===== config.mk =====
export PLATFORM = sky130hd
export DESIGN_NAME = mult_operand_feeder
export DESIGN_NICKNAME = d
export VERILOG_FILES = /design/src/rtl/mult_pkg.sv /design/src/rtl/feed_cycle_counter.sv /design/src/rtl/mult_operand_feeder.sv
export SDC_FILE = /design/constraint.sdc
export NUM_CORES = 1
export LEC_CHECK = 0
export CAP_MARGIN = 20
export CORE_MARGIN = 10
export CORE_UTILIZATION = 23
export CTS_CLUSTER_DIAMETER = 30
export CTS_CLUSTER_SIZE = 10
export DETAILED_ROUTE_END_ITERATION = 8
export DONT_BUFFER_PORTS = 1
export PLACE_DENSITY_LB_ADDON = 0.2
export RECOVER_POWER = 50
export SLEW_MARGIN = 10
export SYNTH_ARGS = -nofsm -noshare
export SYNTH_HDL_FRONTEND = slang
export SYNTH_HIERARCHICAL = 1
export SYNTH_SLANG_ARGS = --single-unit

===== constraint.sdc =====
create_clock -name clk -period 2.2 [get_ports clk]
set_input_delay 0.22 -clock clk [delete_from_list [all_inputs] [get_ports clk]]
set_output_delay 0.22 -clock clk [all_outputs]
set_load 0.1 [all_outputs]

===== src/rtl/mult_pkg.sv =====
// Shared definitions for the radix-4 multiplier load-protocol initiator.
// Holds the feeder state encoding, the chunk transfer order and the default
// half-word width used by mult_operand_feeder and its helpers.
package mult_pkg;

  localparam int HALF_W_DEF = 4;

  typedef enum logic [2:0] {
    IDLE     = 3'd0,
    KICK     = 3'd1,
    SETUP    = 3'd2,
    STROBE   = 3'd3,
    RELEASE  = 3'd4,
    WAIT_RDY = 3'd5,
    DONE     = 3'd6
  } feed_state_e;

  // Order in which operand halves are sent to the multiplier.
  localparam logic [1:0] CH_A_LSB = 2'd0;
  localparam logic [1:0] CH_A_MSB = 2'd1;
  localparam logic [1:0] CH_B_LSB = 2'd2;
  localparam logic [1:0] CH_B_MSB = 2'd3;

endpackage


===== src/rtl/feed_cycle_counter.sv =====
// Small up-counter used to time phases of the feeder.
// Ports:
//   clk, rst   - clock, asynchronous active-low reset
//   clr        - synchronous clear to zero (highest priority)
//   ld, ld_val - synchronous load of an arbitrary start value
//   en         - count enable
//   tc         - high while the count equals TERM
module feed_cycle_counter #(
  parameter int W    = 4,
  parameter int TERM = 3
) (
  input  logic         clk,
  input  logic         rst,
  input  logic         clr,
  input  logic         ld,
  input  logic [W-1:0] ld_val,
  input  logic         en,
  output logic         tc
);

  logic [W-1:0] cnt_q, cnt_d;

  always_comb begin
    cnt_d = cnt_q;
    if (clr) begin
      cnt_d = '0;
    end else if (ld) begin
      cnt_d = ld_val;
    end else if (en) begin
      cnt_d = cnt_q + W'(1);
    end
  end

  always_ff @(posedge clk or negedge rst) begin
    if (!rst) begin
      cnt_q <= '0;
    end else begin
      cnt_q <= cnt_d;
    end
  end

  assign tc = (cnt_q == W'(TERM));

endmodule


===== src/rtl/mult_operand_feeder.sv =====
// Initiator side of the radix-4 multiplier start/get load protocol.
// Accepts an operand pair, launches the multiplier with a one-cycle low
// start, streams A-lsb, A-msb, B-lsb, B-msb on data_out (each strobed by get),
// then waits for the multiplier's ready pulse and holds the product.
//
// Handshakes: a transfer happens on a rising clk edge where valid and ready
// are both high (op_valid/op_ready upstream, res_valid/res_ready downstream);
// valid does not depend on ready, and the offered data must stay stable while
// valid is high and ready is low.
//
// Ports:
//   clk, rst              - clock, asynchronous active-low reset
//   op_valid/op_ready     - operand handshake, op_a/op_b the operands
//   start, get, data_out  - registered load interface to the multiplier
//   ready, prod_in        - product-valid pulse and product from multiplier
//   res_valid/res_ready   - result handshake, res_prod the captured product
//   err_timeout           - one-cycle pulse when ready never arrived
//   busy                  - high whenever the feeder is not idle
//   dbg_state             - current FSM state
module mult_operand_feeder
  import mult_pkg::*;
#(
  parameter int HALF_W  = HALF_W_DEF,
  parameter int GET_CYC = 2,
  parameter int TIMEOUT = 64
) (
  input  logic                clk,
  input  logic                rst,
  input  logic                op_valid,
  input  logic [2*HALF_W-1:0] op_a,
  input  logic [2*HALF_W-1:0] op_b,
  output logic                op_ready,
  output logic                start,
  output logic                get,
  output logic [HALF_W-1:0]   data_out,
  input  logic                ready,
  input  logic [4*HALF_W-1:0] prod_in,
  output logic                res_valid,
  output logic [4*HALF_W-1:0] res_prod,
  input  logic                res_ready,
  output logic                err_timeout,
  output logic                busy,
  output logic [2:0]          dbg_state
);

  localparam int OP_W = 2 * HALF_W;
  localparam int PR_W = 4 * HALF_W;
  localparam int GC_W = $clog2(GET_CYC + 1);
  localparam int TO_W = $clog2(TIMEOUT + 1);

  feed_state_e       state_q, state_d;
  logic [OP_W-1:0]   a_q, a_d, b_q, b_d;
  logic [1:0]        idx_q, idx_d;
  logic [HALF_W-1:0] data_out_q, data_out_d;
  logic [PR_W-1:0]   res_prod_q, res_prod_d;
  logic              err_d;
  logic              start_q, get_q, op_ready_q, busy_q, res_valid_q, err_q;
  logic              get_tc, to_tc;

  // Both counters sit at zero until their phase starts, so the first cycle
  // of STROBE / WAIT_RDY sees count 0 and tc marks the last cycle.
  feed_cycle_counter #(.W(GC_W), .TERM(GET_CYC - 1)) u_get_cnt (
    .clk    (clk),
    .rst    (rst),
    .clr    (state_q != STROBE),
    .ld     (1'b0),
    .ld_val ({GC_W{1'b0}}),
    .en     (1'b1),
    .tc     (get_tc)
  );

  feed_cycle_counter #(.W(TO_W), .TERM(TIMEOUT - 1)) u_to_cnt (
    .clk    (clk),
    .rst    (rst),
    .clr    (state_q != WAIT_RDY),
    .ld     (1'b0),
    .ld_val ({TO_W{1'b0}}),
    .en     (1'b1),
    .tc     (to_tc)
  );

  always_comb begin
    state_d    = state_q;
    a_d        = a_q;
    b_d        = b_q;
    idx_d      = idx_q;
    data_out_d = data_out_q;
    res_prod_d = res_prod_q;
    err_d      = 1'b0;
    case (state_q)
      IDLE: begin
        if (op_valid) begin
          a_d     = op_a;
          b_d     = op_b;
          idx_d   = CH_A_LSB;
          state_d = KICK;
        end
      end
      KICK:    state_d = SETUP;
      SETUP:   state_d = STROBE;
      STROBE:  if (get_tc) state_d = RELEASE;
      RELEASE: begin
        if (idx_q == CH_B_MSB) begin
          state_d = WAIT_RDY;
        end else begin
          idx_d   = idx_q + 2'd1;
          state_d = SETUP;
        end
      end
      WAIT_RDY: begin
        // ready wins over an expiring timeout in the same cycle.
        if (ready) begin
          res_prod_d = prod_in;
          state_d    = DONE;
        end else if (to_tc) begin
          err_d   = 1'b1;
          state_d = IDLE;
        end
      end
      DONE:    if (res_ready) state_d = IDLE;
      default: state_d = IDLE;
    endcase

    // The chunk is loaded as SETUP is entered so data_out leads get by a cycle.
    if (state_d == SETUP) begin
      case (idx_d)
        CH_A_LSB: data_out_d = a_q[HALF_W-1:0];
        CH_A_MSB: data_out_d = a_q[OP_W-1:HALF_W];
        CH_B_LSB: data_out_d = b_q[HALF_W-1:0];
        default:  data_out_d = b_q[OP_W-1:HALF_W];
      endcase
    end
  end

  always_ff @(posedge clk or negedge rst) begin
    if (!rst) begin
      state_q     <= IDLE;
      a_q         <= '0;
      b_q         <= '0;
      idx_q       <= CH_A_LSB;
      data_out_q  <= '0;
      res_prod_q  <= '0;
      start_q     <= 1'b1;
      get_q       <= 1'b0;
      op_ready_q  <= 1'b1;
      busy_q      <= 1'b0;
      res_valid_q <= 1'b0;
      err_q       <= 1'b0;
    end else begin
      state_q     <= state_d;
      a_q         <= a_d;
      b_q         <= b_d;
      idx_q       <= idx_d;
      data_out_q  <= data_out_d;
      res_prod_q  <= res_prod_d;
      // Outputs are decoded from the next state so they line up with state_q.
      start_q     <= (state_d != KICK);
      get_q       <= (state_d == STROBE);
      op_ready_q  <= (state_d == IDLE);
      busy_q      <= (state_d != IDLE);
      res_valid_q <= (state_d == DONE);
      err_q       <= err_d;
    end
  end

  assign start       = start_q;
  assign get         = get_q;
  assign data_out    = data_out_q;
  assign op_ready    = op_ready_q;
  assign busy        = busy_q;
  assign res_valid   = res_valid_q;
  assign res_prod    = res_prod_q;
  assign err_timeout = err_q;
  assign dbg_state   = state_q;

endmodule


**Word level (Yosys, flattened, before mapping)**

Cells that the tools add are included.

- Flip-flop bits (word level): 56
- Memories kept: 0
- Word-level logic and storage cells: 56
- Latch bits: 0
- Bits in read-only memories: 0
- Memory bits (writable): 0
- Input port bits: 37

- $add $sub $neg: 3
- Multiplexer cells: 16
- Shift-type cells: 0
- Reductions and logical operators: 6
- Div/mod/pow operators: 0
- $mul: 0
- Magnitude comparators: 0
- Equality and inequality tests: 17
- Bitwise operators: 0

Operator list:

| cell | number |
|---|---|
| 3-bit one-hot mux with 7 select lines | 1 |
| 3-bit 2-to-1 mux | 6 |
| 3-bit by 2-bit == test with 1-bit output (second input constant) | 4 |
| 3-bit == test (second input constant) | 4 |
| 4-bit one-hot mux with 3 select lines | 1 |
| 7-bit by 1-bit adder with 7-bit output (second input constant) | 1 |
| 7-bit by 6-bit == test with 1-bit output (second input constant) | 1 |
| 7-bit 2-to-1 mux | 1 |
| 3-bit logical NOT | 2 |
| 2-bit 2-to-1 mux | 3 |
| 2-bit by 1-bit adder with 2-bit output (second input constant) | 2 |
| 2-bit by 1-bit == test with 1-bit output (second input constant) | 2 |
| 2-bit == test (second input constant) | 2 |
| 2-bit one-hot mux with 2 select lines | 1 |
| 2-bit AND reduction | 2 |
| 3-bit by 1-bit == test with 1-bit output (second input constant) | 1 |
| 1-bit 2-to-1 mux | 3 |
| 3-bit by 1-bit != test with 1-bit output (second input constant) | 1 |
| 3-bit by 2-bit != test with 1-bit output (second input constant) | 1 |
| 3-bit != test (second input constant) | 1 |
| 3-bit nonzero test | 1 |
| 2-bit logical NOT | 1 |

**Longest topological paths before layout**

Gate-level depths: netlist of the first run.

- Depth after elaboration: 5
- Mapped depth: 7

**Hierarchy**

The synthesis of the first run kept the hierarchy.

Modules (own cells, without submodules):

| module | cells an instance | instances | area each (um^2) |
|---|---|---|---|
| mult_operand_feeder | 171 | 1 | 1965.6 |
| feed_cycle_counter (u_to_cnt) | 42 | 1 | 394.1 |
| feed_cycle_counter (u_get_cnt) | 12 | 1 | 132.6 |

**Worst setup path after synthesis of the first run**

No wires, ideal clock.

- Kind: register to register
- Start: register state_q[0], in the netlist dbg_state[0]
- End: register data_out_q[0], in the netlist data_out[0]
- Buffers on the path: 1
- Stages on the path, launching flop included: 7
- Clock period less this slack: 2.508 ns
- Setup slack: -0.308 ns
- Setup time: 0.125 ns
- Arrival: 2.383 ns
- Cell sequence: dfrtp_1 -> clkbuf_1 -> nand3b_1 -> or3_1 -> o221ai_1 -> nor2_1 -> mux2_2

- Word-level cells in the longest chain between the ends: 4

Ends and longest elaborated chain:

| what | RTL line | source |
|---|---|---|
| start: declaration | mult_operand_feeder.sv:51 | `feed_state_e state_q, state_d;` |
| start signal: assignment | mult_operand_feeder.sv:150 | `state_q <= state_d;` |
| 3-bit 2-to-1 mux | mult_operand_feeder.sv:115 | `end else if (to_tc) begin` |
| 3-bit 2-to-1 mux | mult_operand_feeder.sv:112 | `if (ready) begin` |
| 3-bit one-hot mux with 7 select lines * | mult_operand_feeder.sv:90 | `case (state_q)` |
| net state_d[0] | mult_operand_feeder.sv:51 |  |
| 3-bit by 2-bit == test with 1-bit output * | mult_operand_feeder.sv:125 | `if (state_d == SETUP) begin` |
| end signal: assignment | mult_operand_feeder.sv:154 | `data_out_q <= data_out_d;` |
| end: declaration | mult_operand_feeder.sv:54 | `logic [HALF_W-1:0] data_out_q, data_out_d;` |

The timed path passes the listed nets; every way through them passes the cells marked *.
A chain may end at the register's enable or synchronous reset.

**Worst setup path after layout of the first run**

- Start: register state_q[1], in the netlist dbg_state[1]
- End: register data_out_q[3], in the netlist data_out[3]

- Word-level cells in the longest chain between the ends: 4

Ends and longest elaborated chain:

| what | RTL line | source |
|---|---|---|
| 3-bit == test, or another cell as far along | mult_operand_feeder.sv:90 |  |
| 2-bit one-hot mux with 2 select lines or 3-bit 2-to-1 mux (tied branches) | mult_operand_feeder.sv:90, mult_operand_feeder.sv:112 |  |
| 2-bit == test, or another cell as far along | mult_operand_feeder.sv:126 | `case (idx_d)` |
| 4-bit one-hot mux with 3 select lines or 3-bit by 2-bit == test with 1-bit output (tied branches) | mult_operand_feeder.sv:126, mult_operand_feeder.sv:125 |  |

Parallel ways exist; a longest one is shown, timed or not.

==> metrics.txt, run 1 <==
# TYPE chip_impl_metric gauge
chip_impl_metric{name="yosys-mux-area-fraction",unit="%"} 14.0
chip_impl_metric{name="num-fill-cells",unit=""} 1151
chip_impl_metric{name="post-dp-hpwl",unit="um"} 4310
chip_impl_metric{name="final.period_utilization",unit="%"} 93.5
chip_impl_metric{name="first_pass_detailed_route_iteration_total",unit=""} 4
chip_impl_metric{name="wire_length_of_the_first_global_routing_pass",unit="um"} 9290
chip_impl_metric{name="post_cts_buffers",unit=""} 0
chip_impl_metric{name="synth_area_per_cell",unit="sq um"} 11.1
chip_impl_metric{name="ys.warnings.count",unit=""} 6
chip_impl_metric{name="clock_insertion_delay_worst_skew",unit="ns"} 0.31
chip_impl_metric{name="syn_inst",unit=""} 225
chip_impl_metric{name="reported_leakage_power",unit="nW"} 1.43
chip_impl_info{name="tritoncts",value="built"} 1
chip_impl_info{name="worst_setup_path_end_kind",value="flop"} 1
chip_impl_metric{name="finish.utilization",unit="%"} 29.7
chip_impl_metric{name="final_net_count",unit=""} 327
chip_impl_metric{name="reg2reg_slack",unit="ns"} 0.14
chip_impl_metric{name="synth-compound-area-share",unit="%"} 6.63
chip_impl_metric{name="synth_async_reset_ratio",unit="%"} 100
chip_impl_metric{name="dieWidth",unit="um"} 124
chip_impl_metric{name="via_per_inst",unit=""} 4.06
chip_impl_metric{name="fp.dieArea",unit="sq mm"} 0.0154
chip_impl_metric{name="area.growth.synth_to_final",unit="%"} 24.5
chip_impl_metric{name="final.min_clock_period",unit="ns"} 2.06
chip_impl_metric{name="cts_made_buffers",unit=""} 5
chip_impl_metric{name="synth-seq-cells",unit=""} 56
chip_impl_metric{name="clockPowerShare",unit="%"} 13.2
chip_impl_info{name="ys_dominant_reg_cell",value="sky130_fd_sc_hd__dfrtp_1"} 1
chip_impl_metric{name="maxSlewHeadroom",unit="%"} 4.76
chip_impl_metric{name="synthesis.area",unit="sq mm"} 0.00249
chip_impl_metric{name="clock_sink_count",unit=""} 56
chip_impl_info{name="top_count_cell_post_synth",value="sky130_fd_sc_hd__nand2_1"} 1
chip_impl_info{name="min_to",value="res_prod[13]"} 1
chip_impl_metric{name="xor_xnor_cell_area_share_of_the_yosys_netlist",unit="%"} 1.76
chip_impl_info{name="worst_path_class_setup",value="reg -> reg"} 1
chip_impl_metric{name="pwr-share-seq",unit="%"} 38.4
chip_impl_metric{name="grt_start_max_net_pins",unit=""} 57
chip_impl_metric{name="synth_top_area_share",unit="%"} 54.2
chip_impl_info{name="post-synth-top-area-cell",value="sky130_fd_sc_hd__dfrtp_1"} 1
chip_impl_metric{name="arrival",unit="ns"} 2.26
chip_impl_metric{name="die_ht",unit="um"} 124
chip_impl_metric{name="post_synth_fa_ha_maj_area_fraction",unit="%"} 1.00
chip_impl_info{name="ctsRootBufferMaster",value="sky130_fd_sc_hd__clkbuf_8"} 1
chip_impl_metric{name="drcViolationCount",unit=""} 0
chip_impl_metric{name="cpPeakStageDelay",unit="ns"} 0.49
chip_impl_info{name="regToRegEndpoint",value="data_out[3]"} 1
chip_impl_metric{name="yosys.area_share.simple",unit="%"} 17.2
chip_impl_metric{name="count_of_endpoints_failing_setup_in_the_final_report",unit=""} 0
chip_impl_metric{name="final_max_slew_viol_count",unit=""} 0
chip_impl_info{name="critical_path.cell_chain",value="or3b_1, a211o_1, mux4_2, mux2_2"} 1
chip_impl_info{name="critPathLaunchType",value="flop"} 1
chip_impl_metric{name="comb_power_share",unit="%"} 48.4
chip_impl_metric{name="grt_pass1_vias",unit=""} 1737
chip_impl_metric{name="synth.yosys.seq_area_share",unit="%"} 56.3
chip_impl_metric{name="placed_cell_area",unit="sq mm"} 0.00298
chip_impl_info{name="hp-class",value="in -> reg"} 1
chip_impl_metric{name="clock_tree.htree_level_count",unit=""} 2
chip_impl_info{name="setup.worst_path.start",value="dbg_state[1]"} 1
chip_impl_metric{name="skew",unit="ns"} 0.0110
chip_impl_metric{name="initial_utilization",unit="%"} 23.8
chip_impl_info{name="synth_top_family_by_area",value="simple AND/OR/NAND/NOR gates"} 1
chip_impl_metric{name="place.port_buffers",unit=""} 0
chip_impl_info{name="run_status",value="complete, no violations"} 1
chip_impl_metric{name="core.rowCount",unit=""} 37
chip_impl_metric{name="clock_transition_at_the_registers_of_the_reported_paths",unit="ns"} 0.10
chip_impl_metric{name="finalWorstSetupSlack",unit="ns"} 0.142
chip_impl_metric{name="p_sw",unit="W"} 0.00260
chip_impl_info{name="netlist_top_cells_count",value="sky130_fd_sc_hd__nand2_1, sky130_fd_sc_hd__dfrtp_1, sky130_fd_sc_hd__mux2_2"} 1
chip_impl_metric{name="worst_ir_drop_on_vdd",unit="uV"} 606
chip_impl_metric{name="grt_remaining_overflow",unit=""} 0
chip_impl_metric{name="internal_power",unit="W"} 0.00246
chip_impl_metric{name="max_slew.worst_pin.slew",unit="ns"} 1.43
chip_impl_metric{name="cap_viol_max_count",unit=""} 0
chip_impl_metric{name="finalWirelength",unit="um"} 5820
chip_impl_metric{name="proportion_of_layout_cells_with_a_drive_suffix_above_1",unit="%"} 21.8
chip_impl_metric{name="place_worst_setup_slack",unit="ns"} 0.149
chip_impl_info{name="cp_slowest_cell",value="sky130_fd_sc_hd__dfrtp_4"} 1
chip_impl_info{name="post_synth_main_area_contributors",value="sky130_fd_sc_hd__dfrtp_1, sky130_fd_sc_hd__mux2_2, sky130_fd_sc_hd__nand2_1, sky130_fd_sc_hd__mux2i_1, sky130_fd_sc_hd__dfstp_2"} 1
chip_impl_metric{name="critical_path_required",unit="ns"} 2.40
chip_impl_metric{name="post-route-cell-area",unit="sq mm"} 0.00310
chip_impl_metric{name="fmax",unit="MHz"} 486
chip_impl_info{name="worst_hold_start",value="prod_in[13]"} 1
chip_impl_metric{name="power_density",unit="mW/mm^2"} 1630
chip_impl_metric{name="reg2reg_depth",unit=""} 4
chip_impl_metric{name="yosysUniqueCellTypes",unit=""} 45
chip_impl_metric{name="design.portCount",unit=""} 66
chip_impl_metric{name="core_region_area",unit="sq mm"} 0.0105
chip_impl_info{name="timing.rr.start",value="dbg_state[1]"} 1
chip_impl_metric{name="critical_path.max_fanout",unit=""} 4
chip_impl_metric{name="antenna_cells",unit=""} 0
chip_impl_metric{name="gp_routability_congestion",unit=""} 0.744
chip_impl_metric{name="drt_first_iter_violations",unit=""} 60
chip_impl_metric{name="antenna_found_initial",unit=""} 0
chip_impl_metric{name="hold_viol",unit=""} 0
chip_impl_metric{name="detail_route.wl_per_cell",unit="um"} 13.7
chip_impl_metric{name="routed-via-count",unit=""} 1727
chip_impl_metric{name="swShare",unit="%"} 51.4
chip_impl_metric{name="globalRouteTotalUtil",unit="%"} 7.64
chip_impl_metric{name="hold-path-cell-count",unit=""} 2
chip_impl_metric{name="drt.antenna.violating_nets",unit=""} 0
chip_impl_metric{name="clock_path_buffers",unit=""} 2
chip_impl_metric{name="synth-edff-count",unit=""} 0
## cell families after synthesis
family | Yosys count
AO/OA/AOI/OAI | 21
XOR/XNOR | 5
adder cells (fa/ha/maj) | 2
buffers and inverters | 16
flip-flops | 56
multiplexers | 31
other | 2
AND/OR/NAND/NOR | 92
## area by class of cell
cell class / instances / area, sq um / share of cell area (%)
Tap cell: 136 / 170 / 5.48
Inverter: 8 / 30.0 / 0.968
Multi-Input combinational cell: 177 / 1120 / 36.1
Clock inverter: 2 / 35.0 / 1.13
Clock buffer: 6 / 72.6 / 2.34
Sequential cell: 56 / 1410 / 45.5
Timing Repair Buffer: 40 / 262 / 8.43
## placed cells by master, fill, tap and decap left out, types with 2 or more instances in the layout
cell                            count
sky130_fd_sc_hd__or3_1              3
sky130_fd_sc_hd__a21oi_1            2
sky130_fd_sc_hd__nor2b_1            3
sky130_fd_sc_hd__a211oi_1           3
sky130_fd_sc_hd__dfrtp_1           51
sky130_fd_sc_hd__buf_4             21
sky130_fd_sc_hd__o21ai_0            3
sky130_fd_sc_hd__a31oi_1            2
sky130_fd_sc_hd__nand4_1            2
sky130_fd_sc_hd__nor2_1            10
sky130_fd_sc_hd__ha_1               2
sky130_fd_sc_hd__dfrtp_4            2
sky130_fd_sc_hd__conb_1            26
sky130_fd_sc_hd__nand2_1           59
sky130_fd_sc_hd__nand3b_1           2
sky130_fd_sc_hd__xor2_1             4
sky130_fd_sc_hd__clkbuf_1          14
sky130_fd_sc_hd__nor3_1             2
sky130_fd_sc_hd__mux2_2            21
sky130_fd_sc_hd__dlygate4sd3_1      5
sky130_fd_sc_hd__clkbuf_8           5
sky130_fd_sc_hd__nor4bb_1           3
sky130_fd_sc_hd__mux2i_1            9
sky130_fd_sc_hd__inv_1              7
sky130_fd_sc_hd__dfstp_2            2
## worst max-delay path by stage
stage                     cells after the start           to  slack [ns]
after global placement                        8  data_out[2]        0.16
final                                         4  data_out[3]        0.14
after global routing                          8  data_out[0]      -0.001
after floorplan                               5  data_out[3]       -0.02
after detailed placement                      4  data_out[3]        0.15
after CTS                                     6  data_out[0]        0.13
## flip-flops by register name, summed over array words and instances, names as in the netlist, 2 cells and up
register         count
u_get_cnt/cnt_q      2
b_q                  8
data_out             4
a_q                  8
res_prod            16
u_to_cnt/cnt_q       7
dbg_state            3
idx_q                2
## routing by layer
| metal | vias to the layer above | global-route usage (%) | share of wire, % |
|---|---|---|---|
| met5 | - | 0 | 0 |
| met3 | 5 | 3.62 | 11 |
| met2 | 44 | 11.8 | 45 |
| met4 | 0 | 2.16 | 0.81 |
| met1 | 807 | 9.31 | 43 |
| li1 | 871 | - | - |
## power by group through the flow
stage	Clock [W]	Sequential (W)	Combinational [W]
floorplan	0	0.00310	0.000832
detailed placement	0	0.00198	0.00253
CTS	0.000699	0.00196	0.00256
global route	0.000749	0.00200	0.00261
global placement	0	0.00199	0.00250
finish	0.000667	0.00195	0.00245
## per-stage QoR
stage               hold WS (ns)  std cells  setup TNS [ns]  power, W
floorplan                -0.0756        249         -0.0215   0.00394
global placement         -0.0729        411               0   0.00449
detailed placement       -0.0720        411               0   0.00451
CTS                     0.000708        422               0   0.00522
global route            0.000568        425        -0.00145   0.00537
finish                    0.0151        425               0   0.00506
## timing repair
| item | 4_1_cts | 5_1_grt |
|---|---|---|
| endpoints found under the setup margin | 0 | 5 |
| gates resized for setup | 0 | 1 |
| hold buffers | 3 | 3 |
| hold endpoints to repair | 57 | 3 |
## worst max-delay path: cells and delay by family (launching register included)
family | cells | cell delay, ns
flops | 1 | 0.49
compound gates | 1 | 0.36
mux | 2 | 0.71
simple gates | 1 | 0.40
Power figures use the tool's default switching activity.
==> run 2, diff against run 1 <==
- clock period: 2.2 -> 2.54 ns (I/O delays scaled with it)
==> run 2 against run 1 <==
Sequential cell count stayed put. Total power is 17% lower. Clock skew is 0.0031 ns lower. Critical path type unchanged. Critical endpoint is now data_out[0]. Largest cell class unchanged. Highest routed layer is now met5.
==> metrics.txt, run 2 (same netlist as run 1, synthesis figures left out) <==
# TYPE chip_impl_metric gauge
chip_impl_info{name="cp_slowest_cell",value="sky130_fd_sc_hd__dfrtp_1"} 1
chip_impl_metric{name="fp.dieArea",unit="sq mm"} 0.0154
chip_impl_metric{name="routed-via-count",unit=""} 1646
chip_impl_metric{name="finalWirelength",unit="um"} 5750
chip_impl_metric{name="post-dp-hpwl",unit="um"} 4290
chip_impl_metric{name="clock_tree.htree_level_count",unit=""} 2
chip_impl_info{name="tritoncts",value="built"} 1
chip_impl_metric{name="fmax",unit="MHz"} 464
chip_impl_metric{name="core.rowCount",unit=""} 37
chip_impl_metric{name="clock_transition_at_the_registers_of_the_reported_paths",unit="ns"} 0.11
chip_impl_metric{name="total_power",unit="W"} 0.00419
chip_impl_metric{name="clock_sink_count",unit=""} 56
chip_impl_metric{name="grt_remaining_overflow",unit=""} 0
chip_impl_info{name="most-common-layout-cells",value="sky130_fd_sc_hd__nand2_1, sky130_fd_sc_hd__dfrtp_1, sky130_fd_sc_hd__conb_1"} 1
chip_impl_metric{name="wire_length_of_the_first_global_routing_pass",unit="um"} 9080
chip_impl_metric{name="core_region_area",unit="sq mm"} 0.0105
chip_impl_metric{name="final_max_slew_viol_count",unit=""} 0
chip_impl_info{name="worst_path_class_setup",value="reg -> reg"} 1
chip_impl_metric{name="drt.antenna.violating_nets",unit=""} 0
chip_impl_metric{name="first_pass_detailed_route_iteration_total",unit=""} 4
chip_impl_metric{name="detail_route.wl_per_cell",unit="um"} 14.4
chip_impl_metric{name="via_per_inst",unit=""} 4.13
chip_impl_metric{name="reported_leakage_power",unit="nW"} 1.33
chip_impl_info{name="layout.cells.most_common",value="sky130_fd_sc_hd__nand2_1"} 1
chip_impl_metric{name="gp_routability_congestion",unit=""} 0.736
chip_impl_metric{name="grt_start_max_net_pins",unit=""} 57
chip_impl_metric{name="power_density",unit="mW/mm^2"} 1440
chip_impl_metric{name="final.min_clock_period",unit="ns"} 2.15
chip_impl_metric{name="arrival",unit="ns"} 2.35
chip_impl_info{name="critical_path.cell_chain",value="ha_1, nand4_1, nor3b_2, or3_1, o221ai_1, nor2_2, mux2_2"} 1
chip_impl_metric{name="proportion_of_layout_cells_with_a_drive_suffix_above_1",unit="%"} 16.0
chip_impl_metric{name="initial_utilization",unit="%"} 23.8
chip_impl_metric{name="cts_made_buffers",unit=""} 5
chip_impl_metric{name="finish.utilization",unit="%"} 27.8
chip_impl_metric{name="critical_path_required",unit="ns"} 2.73
chip_impl_metric{name="maxSlewHeadroom",unit="%"} 6.08
chip_impl_metric{name="globalRouteTotalUtil",unit="%"} 7.55
chip_impl_metric{name="worst_ir_drop_on_vdd",unit="uV"} 602
chip_impl_metric{name="dieWidth",unit="um"} 124
chip_impl_metric{name="antenna_found_initial",unit=""} 1
chip_impl_metric{name="place.port_buffers",unit=""} 0
chip_impl_metric{name="count_of_endpoints_failing_setup_in_the_final_report",unit=""} 0
chip_impl_metric{name="grt_pass1_vias",unit=""} 1725
chip_impl_info{name="hp-class",value="in -> reg"} 1
chip_impl_info{name="worst_setup_path_end_kind",value="flop"} 1
chip_impl_info{name="path_delay_family",value="simple AND/OR/NAND/NOR gates"} 1
chip_impl_metric{name="grt.met2_usage",unit="%"} 11.4
chip_impl_info{name="critPathLaunchType",value="flop"} 1
chip_impl_info{name="ctsRootBufferMaster",value="sky130_fd_sc_hd__clkbuf_8"} 1
chip_impl_metric{name="cap_viol_max_count",unit=""} 0
chip_impl_info{name="run_status",value="complete, no violations"} 1
chip_impl_info{name="grt_most_used_layer",value="met2"} 1
chip_impl_metric{name="fin_tns_setup",unit="ns"} 0
chip_impl_metric{name="area.growth.synth_to_final",unit="%"} 16.6
chip_impl_info{name="setup_repair_after_global_routing_missed_its_margin",value="false"} 1
chip_impl_metric{name="final.period_utilization",unit="%"} 84.8
chip_impl_metric{name="final_net_count",unit=""} 301
chip_impl_metric{name="drt_first_iter_violations",unit=""} 57
chip_impl_metric{name="drcViolationCount",unit=""} 0
chip_impl_metric{name="groute.layer.met3.usage",unit="%"} 4.48
chip_impl_metric{name="skew",unit="ns"} 0.00783
chip_impl_metric{name="critical_path.max_fanout",unit=""} 4
chip_impl_metric{name="antenna_cells",unit=""} 0
chip_impl_metric{name="design.portCount",unit=""} 66
chip_impl_metric{name="reg2reg_slack",unit="ns"} 0.39
chip_impl_metric{name="hold_viol",unit=""} 0
chip_impl_metric{name="die_ht",unit="um"} 124
chip_impl_metric{name="largest_reg_flops",unit=""} 16
chip_impl_metric{name="use_met1",unit="%"} 8.88
chip_impl_metric{name="dp_cells",unit=""} 388
chip_impl_metric{name="cpPeakStageDelay",unit="ns"} 0.42
chip_impl_metric{name="timing.critical_path.buf_inv",unit=""} 0
chip_impl_metric{name="finalNonFillerCells",unit=""} 399
chip_impl_metric{name="clock_insertion_delay_worst_skew",unit="ns"} 0.30
chip_impl_metric{name="max_slew.worst_pin.slew",unit="ns"} 1.41
chip_impl_metric{name="clock_path_buffers",unit=""} 2
[run 2: cell types whose count changed in the layout (fill, tap and decap cells not counted), moves of 2 or more]
cell                            delta
sky130_fd_sc_hd__dlygate4sd3_1     -3
sky130_fd_sc_hd__clkbuf_1          -9
sky130_fd_sc_hd__dfstp_2           -2
sky130_fd_sc_hd__dfrtp_4           -2
sky130_fd_sc_hd__dfrtp_1           +3
sky130_fd_sc_hd__dfstp_1           +2
sky130_fd_sc_hd__buf_4            -15
[run 2: final timing paths]
kind,start,end,cells after the start
hold / removal,prod_in[2],res_prod[2],2
hold reg to reg,a_q[1],a_q[1],1
setup / recovery,u_to_cnt/cnt_q[0],data_out[0],7
min in group asynchronous,rst,u_to_cnt/cnt_q[3],2
setup reg to reg,u_to_cnt/cnt_q[0],data_out[0],7
max in group asynchronous,rst,data_out[3],2
[run 2: power by group]
group          switching, W  leakage, nW  internal [W]  total [W]
combinational      0.000536        0.568      0.000467    0.00100
clock              0.000295       0.0552      0.000294   0.000589
sequential          0.00139        0.703       0.00121    0.00259
total               0.00222         1.33       0.00197    0.00419
[run 2: what timing repair did]
item / in CTS / in global routing
setup buffers: 0 / 0
setup endpoints to repair: 0 / 4
hold endpoints to repair: 56 / 1
hold buffers: 2 / 1
gates resized for setup: 0 / 2
[run 2: area by class of cell]
type	count	area, sq um
Timing Repair Buffer	14	90.1
Multi-Input combinational cell	177	1100
Fill cell	1134	7560
Clock inverter	2	35.0
Sequential cell	56	1400
Tap cell	136	170
Inverter	8	30.0
Clock buffer	6	72.6
[run 2: stage by stage]
step                hold WS [ns]  area [sq um]  setup WS, ns
floorplan                -0.0416          2580        0.0315
global placement         -0.0389          2800         0.299
detailed placement       -0.0384          2800         0.201
CTS                      0.00329          2940         0.163
global route              0.0317          2910        0.0907
finish                    0.0457          2910         0.387
[run 2: routing by layer]
metal,wire length (um),vias to the layer above
met4,57,2
li1,-,814
met3,709,6
met2,2590,44
met5,11,-
met1,2380,780
[run 2: worst register-to-register path, delay by kind of cell, from the launching register on]
family                   cells  cell delay, ns
multiplexers                 1            0.36
AO/OA/AOI/OAI                1            0.19
AND/OR/NAND/NOR              4            0.87
adder cells (fa/ha/maj)      1            0.21
flip-flops                   1            0.42
